**src/rtl/ring_phase_monitor_if.sv**
```systemverilog
// Sample/status bundle between a one-hot ring counter consumer and its monitor.
// The master drives the samples and the clear; the slave reports phase and fault status.
interface ring_phase_monitor_if #(
  parameter int N     = 4,
  parameter int REV_W = 8
);
  logic                 en;
  logic [N-1:0]         ring_in;
  logic                 clr_err;
  logic [$clog2(N)-1:0] phase_idx;
  logic                 phase_valid;
  logic [REV_W-1:0]     rev_count;
  logic                 wrap_pulse;
  logic                 locked;
  logic                 err_zero;
  logic                 err_multi;
  logic                 err_seq;
  logic                 reseed_req;

  modport master (
    output en, ring_in, clr_err,
    input  phase_idx, phase_valid, rev_count, wrap_pulse, locked,
           err_zero, err_multi, err_seq, reseed_req
  );

  modport slave (
    input  en, ring_in, clr_err,
    output phase_idx, phase_valid, rev_count, wrap_pulse, locked,
           err_zero, err_multi, err_seq, reseed_req
  );
endinterface

```
**src/rtl/ring_phase_monitor.sv**
```systemverilog
// Checks a one-hot ring counter for legal left rotation, decodes the active phase,
// counts revolutions and latches a sticky fault that requests a reseed.
module ring_phase_monitor #(
  parameter int N        = 4,
  parameter int REV_W    = 8,
  parameter int LOCK_CNT = 2
) (
  input  logic               clk,
  input  logic               rst,
  ring_phase_monitor_if.slave bus
);

  localparam int IW = $clog2(N);
  localparam int SW = $clog2(LOCK_CNT + 1);

  typedef enum logic [1:0] {SEARCH, SYNC, LOCKED, FAULT} state_t;

  state_t        state;
  logic [SW-1:0] sync_cnt;
  logic [N-1:0]  prev;

  logic [N-1:0]  sample;
  logic          is_zero;
  logic          is_multi;
  logic          is_rot;

  function automatic int ones(input logic [N-1:0] v);
    ones = 0;
    for (int i = 0; i < N; i++) ones += int'(v[i]);
  endfunction

  function automatic logic [IW-1:0] onehot_idx(input logic [N-1:0] v);
    onehot_idx = '0;
    for (int i = 0; i < N; i++)
      if (v[i]) onehot_idx = IW'(i);
  endfunction

  function automatic logic [N-1:0] rot(input logic [N-1:0] v);
    rot = {v[N-2:0], v[N-1]};
  endfunction

  always_comb begin
    sample   = bus.ring_in;
    is_zero  = (sample == '0);
    is_multi = (ones(sample) > 1);
    is_rot   = (sample == rot(prev));
  end

  always_ff @(posedge clk or posedge rst) begin
    if (rst) begin
      state           <= SEARCH;
      sync_cnt        <= '0;
      prev            <= '0;
      bus.phase_idx   <= '0;
      bus.phase_valid <= 1'b0;
      bus.rev_count   <= '0;
      bus.wrap_pulse  <= 1'b0;
      bus.locked      <= 1'b0;
      bus.err_zero    <= 1'b0;
      bus.err_multi   <= 1'b0;
      bus.err_seq     <= 1'b0;
      bus.reseed_req  <= 1'b0;
    end else begin
      bus.wrap_pulse <= 1'b0;
      if (bus.clr_err) begin
        // Restart the search; phase_idx deliberately keeps its last value
        state           <= SEARCH;
        sync_cnt        <= '0;
        bus.rev_count   <= '0;
        bus.phase_valid <= 1'b0;
        bus.locked      <= 1'b0;
        bus.err_zero    <= 1'b0;
        bus.err_multi   <= 1'b0;
        bus.err_seq     <= 1'b0;
        bus.reseed_req  <= 1'b0;
      end else if (bus.en && state != FAULT) begin
        if (is_zero || is_multi) begin
          state           <= FAULT;
          bus.reseed_req  <= 1'b1;
          bus.locked      <= 1'b0;
          bus.phase_valid <= 1'b0;
          bus.err_zero    <= is_zero;
          bus.err_multi   <= is_multi;
        end else begin
          case (state)
            SEARCH: begin
              state    <= SYNC;
              sync_cnt <= '0;
              prev     <= sample;
            end
            SYNC: begin
              prev <= sample;
              if (!is_rot) begin
                sync_cnt <= '0;
              end else begin
                sync_cnt <= sync_cnt + 1'b1;
                if ((sync_cnt + 1'b1) == SW'(LOCK_CNT)) begin
                  state           <= LOCKED;
                  bus.locked      <= 1'b1;
                  bus.phase_idx   <= onehot_idx(sample);
                  bus.phase_valid <= 1'b1;
                end
              end
            end
            LOCKED: begin
              if (is_rot) begin
                prev            <= sample;
                bus.phase_idx   <= onehot_idx(sample);
                bus.phase_valid <= 1'b1;
                if (sample[0] && prev[N-1]) begin
                  bus.wrap_pulse <= 1'b1;
                  bus.rev_count  <= bus.rev_count + 1'b1;
                end
              end else begin
                state           <= FAULT;
                bus.reseed_req  <= 1'b1;
                bus.locked      <= 1'b0;
                bus.phase_valid <= 1'b0;
                bus.err_seq     <= 1'b1;
              end
            end
            default: state <= FAULT;
          endcase
        end
      end
    end
  end

endmodule

```
**src/flat_wrapper.sv**
```systemverilog
// flat-port wrapper written by rule: the top's interface ports become plain ports
module ring_phase_monitor_flat 
#(
  parameter int N        = 4,
  parameter int REV_W    = 8,
  parameter int LOCK_CNT = 2
)
  (clk, rst, bus_en, bus_ring_in, bus_clr_err, bus_phase_idx, bus_phase_valid, bus_rev_count, bus_wrap_pulse, bus_locked, bus_err_zero, bus_err_multi, bus_err_seq, bus_reseed_req);
  ring_phase_monitor_if #(.N(N), .REV_W(REV_W)) bus_i ();
  input  logic clk;
  input  logic rst;
  input wire logic [$bits(bus_i.en)-1:0] bus_en;
  input wire logic [$bits(bus_i.ring_in)-1:0] bus_ring_in;
  input wire logic [$bits(bus_i.clr_err)-1:0] bus_clr_err;
  output wire logic [$bits(bus_i.phase_idx)-1:0] bus_phase_idx;
  output wire logic [$bits(bus_i.phase_valid)-1:0] bus_phase_valid;
  output wire logic [$bits(bus_i.rev_count)-1:0] bus_rev_count;
  output wire logic [$bits(bus_i.wrap_pulse)-1:0] bus_wrap_pulse;
  output wire logic [$bits(bus_i.locked)-1:0] bus_locked;
  output wire logic [$bits(bus_i.err_zero)-1:0] bus_err_zero;
  output wire logic [$bits(bus_i.err_multi)-1:0] bus_err_multi;
  output wire logic [$bits(bus_i.err_seq)-1:0] bus_err_seq;
  output wire logic [$bits(bus_i.reseed_req)-1:0] bus_reseed_req;
  assign bus_i.en = bus_en;
  assign bus_i.ring_in = bus_ring_in;
  assign bus_i.clr_err = bus_clr_err;
  assign bus_phase_idx = bus_i.phase_idx;
  assign bus_phase_valid = bus_i.phase_valid;
  assign bus_rev_count = bus_i.rev_count;
  assign bus_wrap_pulse = bus_i.wrap_pulse;
  assign bus_locked = bus_i.locked;
  assign bus_err_zero = bus_i.err_zero;
  assign bus_err_multi = bus_i.err_multi;
  assign bus_err_seq = bus_i.err_seq;
  assign bus_reseed_req = bus_i.reseed_req;
  ring_phase_monitor #(.N(N), .REV_W(REV_W), .LOCK_CNT(LOCK_CNT)) u_core (.clk(clk), .rst(rst), .bus(bus_i));
endmodule
```
**config.mk**
```make
export PLATFORM = sky130hd
export DESIGN_NAME = ring_phase_monitor_flat
export DESIGN_NICKNAME = d
export VERILOG_FILES = /design/src/rtl/ring_phase_monitor_if.sv /design/src/rtl/ring_phase_monitor.sv /design/src/flat_wrapper.sv
export SDC_FILE = /design/constraint.sdc
export NUM_CORES = 1
export LEC_CHECK = 0
export ABC_AREA = 1
export CAP_MARGIN = 20
export CORE_MARGIN = 4
export CORE_UTILIZATION = 40
export DETAILED_ROUTE_END_ITERATION = 7
export HOLD_SLACK_MARGIN = 0.15
export PLACE_DENSITY_LB_ADDON = 0.12
export SETUP_SLACK_MARGIN = 0.2
export SYNTH_ARGS = -nofsm -noshare
export SYNTH_HDL_FRONTEND = slang
export SYNTH_SLANG_ARGS = --single-unit
export TNS_END_PERCENT = 100
```
**constraint.sdc**
```tcl
create_clock -name clk -period 1.5 [get_ports clk]
set_input_delay 0.15 -clock clk [delete_from_list [all_inputs] [get_ports clk]]
set_output_delay 0.15 -clock clk [all_outputs]
set_load 0.01 [all_outputs]
```
Word level (Yosys, flattened, before mapping)
Index checks and enable logic that the tools add are counted.
{ "classes": {"add_sub_neg": 5, "mul": 0, "n_div": 0, "magnitude_cmp": 1, "n_eq_ne": 14, "n_shift": 0, "mux": 59, "n_bitwise": 2, "reduce_logical": 26} }
{ "op_table": {"columns": ["op", "n"], "rows": [
  ["32-bit by 2-bit adder with 32-bit output", 2],
  ["8-bit two-way mux", 6],
  ["32-bit by 2-bit > comparator with 1-bit output (second input constant)", 1],
  ["1-bit two-way mux", 31],
  ["2-bit two-way mux", 15],
  ["5-bit AND reduction", 3],
  ["2-bit nonzero test", 7],
  ["4-bit AND reduction", 3],
  ["8-bit by 1-bit adder with 8-bit output (second input constant)", 1],
  ["4-bit by 2-bit inequality test with 1-bit output (second input constant)", 2],
  ["2-bit one-hot mux with 2 select lines", 2],
  ["4-bit one-hot mux with 2 select lines", 1],
  ["7-bit AND reduction", 1],
  ["2-bit by 1-bit inequality test with 1-bit output (second input constant)", 3],
  ["2-bit inequality test (second input constant)", 3],
  ["2-bit one-hot mux with 3 select lines", 1],
  ["3-bit AND reduction", 2],
  ["3-bit nonzero test", 2],
  ["2-bit == test (second input constant)", 2],
  ["4-bit == test", 1],
  ["4-bit zero test", 1],
  ["4-bit two-way mux", 1],
  ["4-bit inequality test (second input constant)", 1],
  ["1-bit one-hot mux with 2 select lines", 2],
  ["11 further kinds", 13]
]} }
{ "totals": {"register_bits": 25, "latch_bits": 0, "mem_bits_rw": 0, "rom_bits": 0, "out_inout_bits": 17, "word_cells": 119, "mem_count": 0} }

Longest topological paths before layout
{ "depth": {"depth_word": 8, "ltp_mapped": 12, "ltp_nobuf": 12} }

Worst setup path after synthesis
Ideal clock, no wire load.
{ "synth_timing": {"path_type": "input -> register", "from": "input bus_ring_in[0]", "to": "register u_core.bus.rev_count[2]", "t_arrival_ps": 1472, "setup_slack_ps": -93, "path_stages": 11, "path_cell_list": "inv_1 > ha_1 > ha_1 > nand2_1 > nand3_2 > nor2_4 > nand3_4 > nor2_8 > nor2_4 > nand2_1 > o21ai_2"} }
{ "synth_via": {"elab_chain_cells": 7} }
{ "synth_rtl": {"columns": ["element", "line_no", "source"], "rows": [
  ["from (decl)", "flat_wrapper.sv:13", "input wire logic [$bits(bus_i.ring_in)-1:0] bus_ring_in;"],
  ["1-bit by 1-bit adder with 2-bit output", "ring_phase_monitor.sv:29", "for (int i = 0; i < N; i++) ones += int'(v[i]);"],
  ["32-bit by 2-bit adder with 32-bit output (2 in a row)", "ring_phase_monitor.sv:29", null],
  ["32-bit by 2-bit > comparator with 1-bit output", "ring_phase_monitor.sv:45", "is_multi = (ones(sample) > 1);"],
  ["1-bit logical OR", "ring_phase_monitor.sv:77", "if (is_zero || is_multi) begin"],
  ["2-bit inequality test (no line)", null, null],
  ["5-bit AND reduction (no line) (*)", null, null],
  ["to (signal assigned)", "ring_phase_monitor.sv:112", "bus.rev_count <= bus.rev_count + 1'b1;"],
  ["to (decl)", "ring_phase_monitor_if.sv:28", "output phase_idx, phase_valid, rev_count, wrap_pulse, locked,"]
]} }
Mark *: on every way between the ends. The rest lies on a longest branch, timed or not.
A chain may end at the register's enable or synchronous reset.

Worst setup path after layout
{ "layout_timing": {"from": "register u_core.state[0]", "to": "register u_core.state[0]"} }
{ "layout_via": {"elab_chain_cells": 5} }
{ "layout_rtl": {"columns": ["element", "line_no", "source"], "rows": [
  ["from (decl)", "ring_phase_monitor.sv:18", "state_t state;"],
  ["from (signal assigned)", "ring_phase_monitor.sv:51", "state <= SEARCH;"],
  ["from (signal assigned)", "ring_phase_monitor.sv:67", "state <= SEARCH;"],
  ["from (signal assigned)", "ring_phase_monitor.sv:78", "state <= FAULT;"],
  ["2-bit == test (tied with other cells)", "ring_phase_monitor.sv:85", "case (state)"],
  ["2-bit one-hot mux with 3 select lines", "ring_phase_monitor.sv:85", null],
  ["2-bit two-way mux", "ring_phase_monitor.sv:77", null],
  ["2-bit two-way mux", "ring_phase_monitor.sv:76", "end else if (bus.en && state != FAULT) begin"],
  ["2-bit two-way mux", "ring_phase_monitor.sv:65", "if (bus.clr_err) begin"]
]} }
Parallel ways exist; a longest one is shown, timed or not. The select of a mux whose other input is x is not followed.

==> results.md <==
* Met2 demand-to-capacity share in global routing at between 20% and 30%
* Fmax at 700 MHz
* Drt wl/cell at about 12 µm
* Ratio of cells with drive above 1 in the final layout at between 30% and 40%
* Inserted Diodes at 0
* Most area-hungry cell type in the Yosys netlist: sky130_fd_sc_hd__dfrtp_1
* Avg Cell Area, Syn at 8.10 µm²
* Met3 usage in global routing at 2.59%
* Count of nets after finishing at 265
* Number of H-tree levels at 1
* Commonest cells after routing, fill and taps aside: sky130_fd_sc_hd__nand2_1 (49), sky130_fd_sc_hd__buf_4 (28), sky130_fd_sc_hd__dfrtp_1 (23)
* Grt met1 use at between 20 and 25%
* CTS tree: built
* Portion of the post-synthesis area used by sequential elements at approximately two fifths
* Clk Tree Root Cell: sky130_fd_sc_hd__clkbuf_8
* Latest clock arrival within the worst-skew pair at approximately 0.27 ns
* Power density relative to cell area at 916 nW/µm²
* Worst slack on hold paths at roughly 0.21 ns
* DRT Wirelength at between 3 and 4 mm
* Top post-synthesis cells by area: sky130_fd_sc_hd__dfrtp_1 (40%), sky130_fd_sc_hd__nand2_1 (14%), sky130_fd_sc_hd__ha_1 (4.8%), sky130_fd_sc_hd__inv_1 (4.8%), sky130_fd_sc_hd__nor2_4 (3.6%)
* Unrepaired setup endpoints after global routing: true
* Final weighted congestion of routability-driven global placement at 0.863
* Iter 0 DRT Violations at between 60 and 70
* Max clock buf depth at 2
* Synth Warn # at 0
* Routed vias/inst at roughly 4.7
* Count of maximum capacitance violations at 0
* Summed instance area of the synthesized netlist at 1560 µm²
* Clock Sinks at 25
* Number of vias after detailed routing at 1403
* Worst Setup Slack, final at about 0.07 ns
* Period utilization at between 90% and 100%
* Status: complete, no violations
* Maximum VDD drop at just over 0.0008 V
* Cells along the critical path: a21oi_4 -> buf_12 -> nor2_4 -> inv_2 -> nand2_2 -> nand2_2 -> nand2_2 -> nand2_1 -> o21ai_1
* Post-synthesis net count at ~210
* Final Skew at 0.00286 ns
* Worst path slowest cell: sky130_fd_sc_hd__dfrtp_2
* Minimum setup slack after placement at -0.758 ns
* Crit path launch type: register
* Final Instance Area at between 2000 and 2500 µm²
* CTS clk-pin slew, worst paths at around 0.10 ns
* Post-place instance area at slightly above 2000 µm²
* Sum of overflow across all layers after global routing at 0
* Number of buffers created by CTS at 3
* Cell Rows at 22
* Total design power at 2.06 mW
* Final hold violations at 0
* Area of the die at between 4000 and 5000 µm²
* Vertical die dimension at around 71 µm
* Top-Level Pins at 25
* Pin count of the biggest net entering global routing at 26
* Static power due to leakage at between 1 and 1.5 nW
* Port-buffer cells at 24
* Post-synthesis instance total at ~190
* Setup TNS after final layout at 0 ns
* Highest fanout seen on the critical path at 5
* Filler-free cell count of the finished design at between 200 and 300
* Die Wd at 70.5 µm
* Worst slew slack as a fraction of its limit at between 70% and 80%
* Cell mode on critical path: sky130_fd_sc_hd__nand2_2
* Sort of element at the end of the critical path: register
* Number of optimization iterations in the first detailed-route pass at 4
* Placed insts at between 200 and 300
* Final Core Density at just over 60%
* Signal arrival time at the worst endpoint at around 1.6 ns
* First-pass GRT wire length at approximately 6.3 mm
* Layer with the highest usage after global routing: met2
* Commonest non-fill, non-tap cell in the layout: sky130_fd_sc_hd__nand2_1
* Area grow syn2layout at 44.1%
* Number of synthesized register bits at 25
* Path class of the lowest-slack min-delay path: input port to async pin
* Count of unique library cells instantiated by Yosys at 29
* Max incr delay on CP at 0.48 ns
* Overall track demand over capacity in global routing at between 10% and 20%
* Area fraction of the dominant cell type after synthesis at around 40%
* Final setup violation count at 0
* Initial core utilization at ~42%
* Antenna Nets Post-Route at 0
* Number of antenna violations at the first check in global routing at 0
* CP Class: register to register
* Worst path required time at between 1.5 and 2 ns
* Worst-margin pin slew at 0.323 ns
* Number of DRC violations after detailed routing at 0
* Placeable core region at 3720 µm²
* HPWL reported at the end of detailed placement at 2.59 mm
* Final count of pins violating max slew at 0
* Vias in the first global route at about 1400
* Final Critical Period at roughly 1.4 ns
==> timing repair <==
action,in CTS,in global routing
endpoints found under the setup margin,42,25
gates cloned,1,0
hold buffers,0,0
resized for setup,38,16
pin swaps,13,9
buffers inserted,8,2
==> sequential cells by signal, summed over array words and instances, names as in the netlist <==
name / count
u_core.bus.phase_valid: 1
u_core.bus.locked: 1
u_core.bus.reseed_req: 1
u_core.bus.wrap_pulse: 1
u_core.bus.err_zero: 1
u_core.sync_cnt: 2
u_core.bus.phase_idx: 2
u_core.bus.err_seq: 1
u_core.bus.err_multi: 1
u_core.state: 2
u_core.prev: 4
u_core.bus.rev_count: 8
==> worst max-delay path: cells and delay by family (launching register included) <==
family / cells / cell delay, ns
DFF: 1 / 0.48
and+or+nand+nor: 5 / 0.36
AOI/OAI and AO/OA: 2 / 0.29
buffers and inverters: 2 / 0.21
==> cell usage after synthesis (all sizes together) <==
master   n
ha       6
dfrtp   25
nor3     1
nand2   66
clkinv   2
xor2     3
inv     26
nor2    18
nand4    3
o21ai   16
o31ai    1
buf      2
or2      1
a21oi    7
nand3b   2
nand3   14
==> final cells by class <==
cell class	count	area [µm²]
flip-flops and latches	25	628
inverters	28	124
repair buffers	54	458
fillers	330	1460
well taps	48	60.1
multi-input cells	139	933
clock buffers	3	41.3
clock inverters	1	7.51
==> cell families (layout without fill, tap and decap cells) <==
group                      count (synthesis)  count (layout)  share of synthesized area, %
and+or+nand+nor                          105             106                          36.4
AOI/OAI and AO/OA                         24              24                          9.29
adders and majority gates                  6               6                          4.80
DFF                                       25              25                          40.0
buffers and inverters                     30              86                          7.77
xor gates and xnor gates                   3               3                          1.68
==> routing by layer <==
layer	vias up	share of wire, %
met5	-	0
met4	0	0.50
met3	2	2.9
met2	22	49
met1	651	47
li1	728	-
==> path summary, 6_finish.rpt <==
check | startpoint | to | slack (ns) | cells after the start
worst max-delay path | u_core.state[0]$_DFFE_PP0P_ | u_core.state[0]$_DFFE_PP0P_ | 0.07 | 9
worst min-delay path | rst | u_core.bus.wrap_pulse$_DFF_PP0_ | 0.21 | 3
worst max register to register | u_core.state[0]$_DFFE_PP0P_ | u_core.state[0]$_DFFE_PP0P_ | 0.07 | 9
worst min register to register | u_core.bus.locked$_DFFE_PP0P_ | u_core.bus.locked$_DFFE_PP0P_ | 0.48 | 2
max in group asynchronous | rst | u_core.state[0]$_DFFE_PP0P_ | 1.02 | 3
min in group clk | bus_ring_in[1] | u_core.prev[1]$_DFFE_PP0P_ | 0.22 | 4
==> report_power, final <==
| part | total, mW | switching [mW] | internal [mW] |
|---|---|---|---|
| combinational | 0.774 | 0.428 | 0.346 |
| sequential | 0.862 | 0.0879 | 0.774 |
| clock | 0.427 | 0.238 | 0.189 |
| total | 2.06 | 0.755 | 1.31 |
No activity file was read; power rests on OpenSTA's default activity.
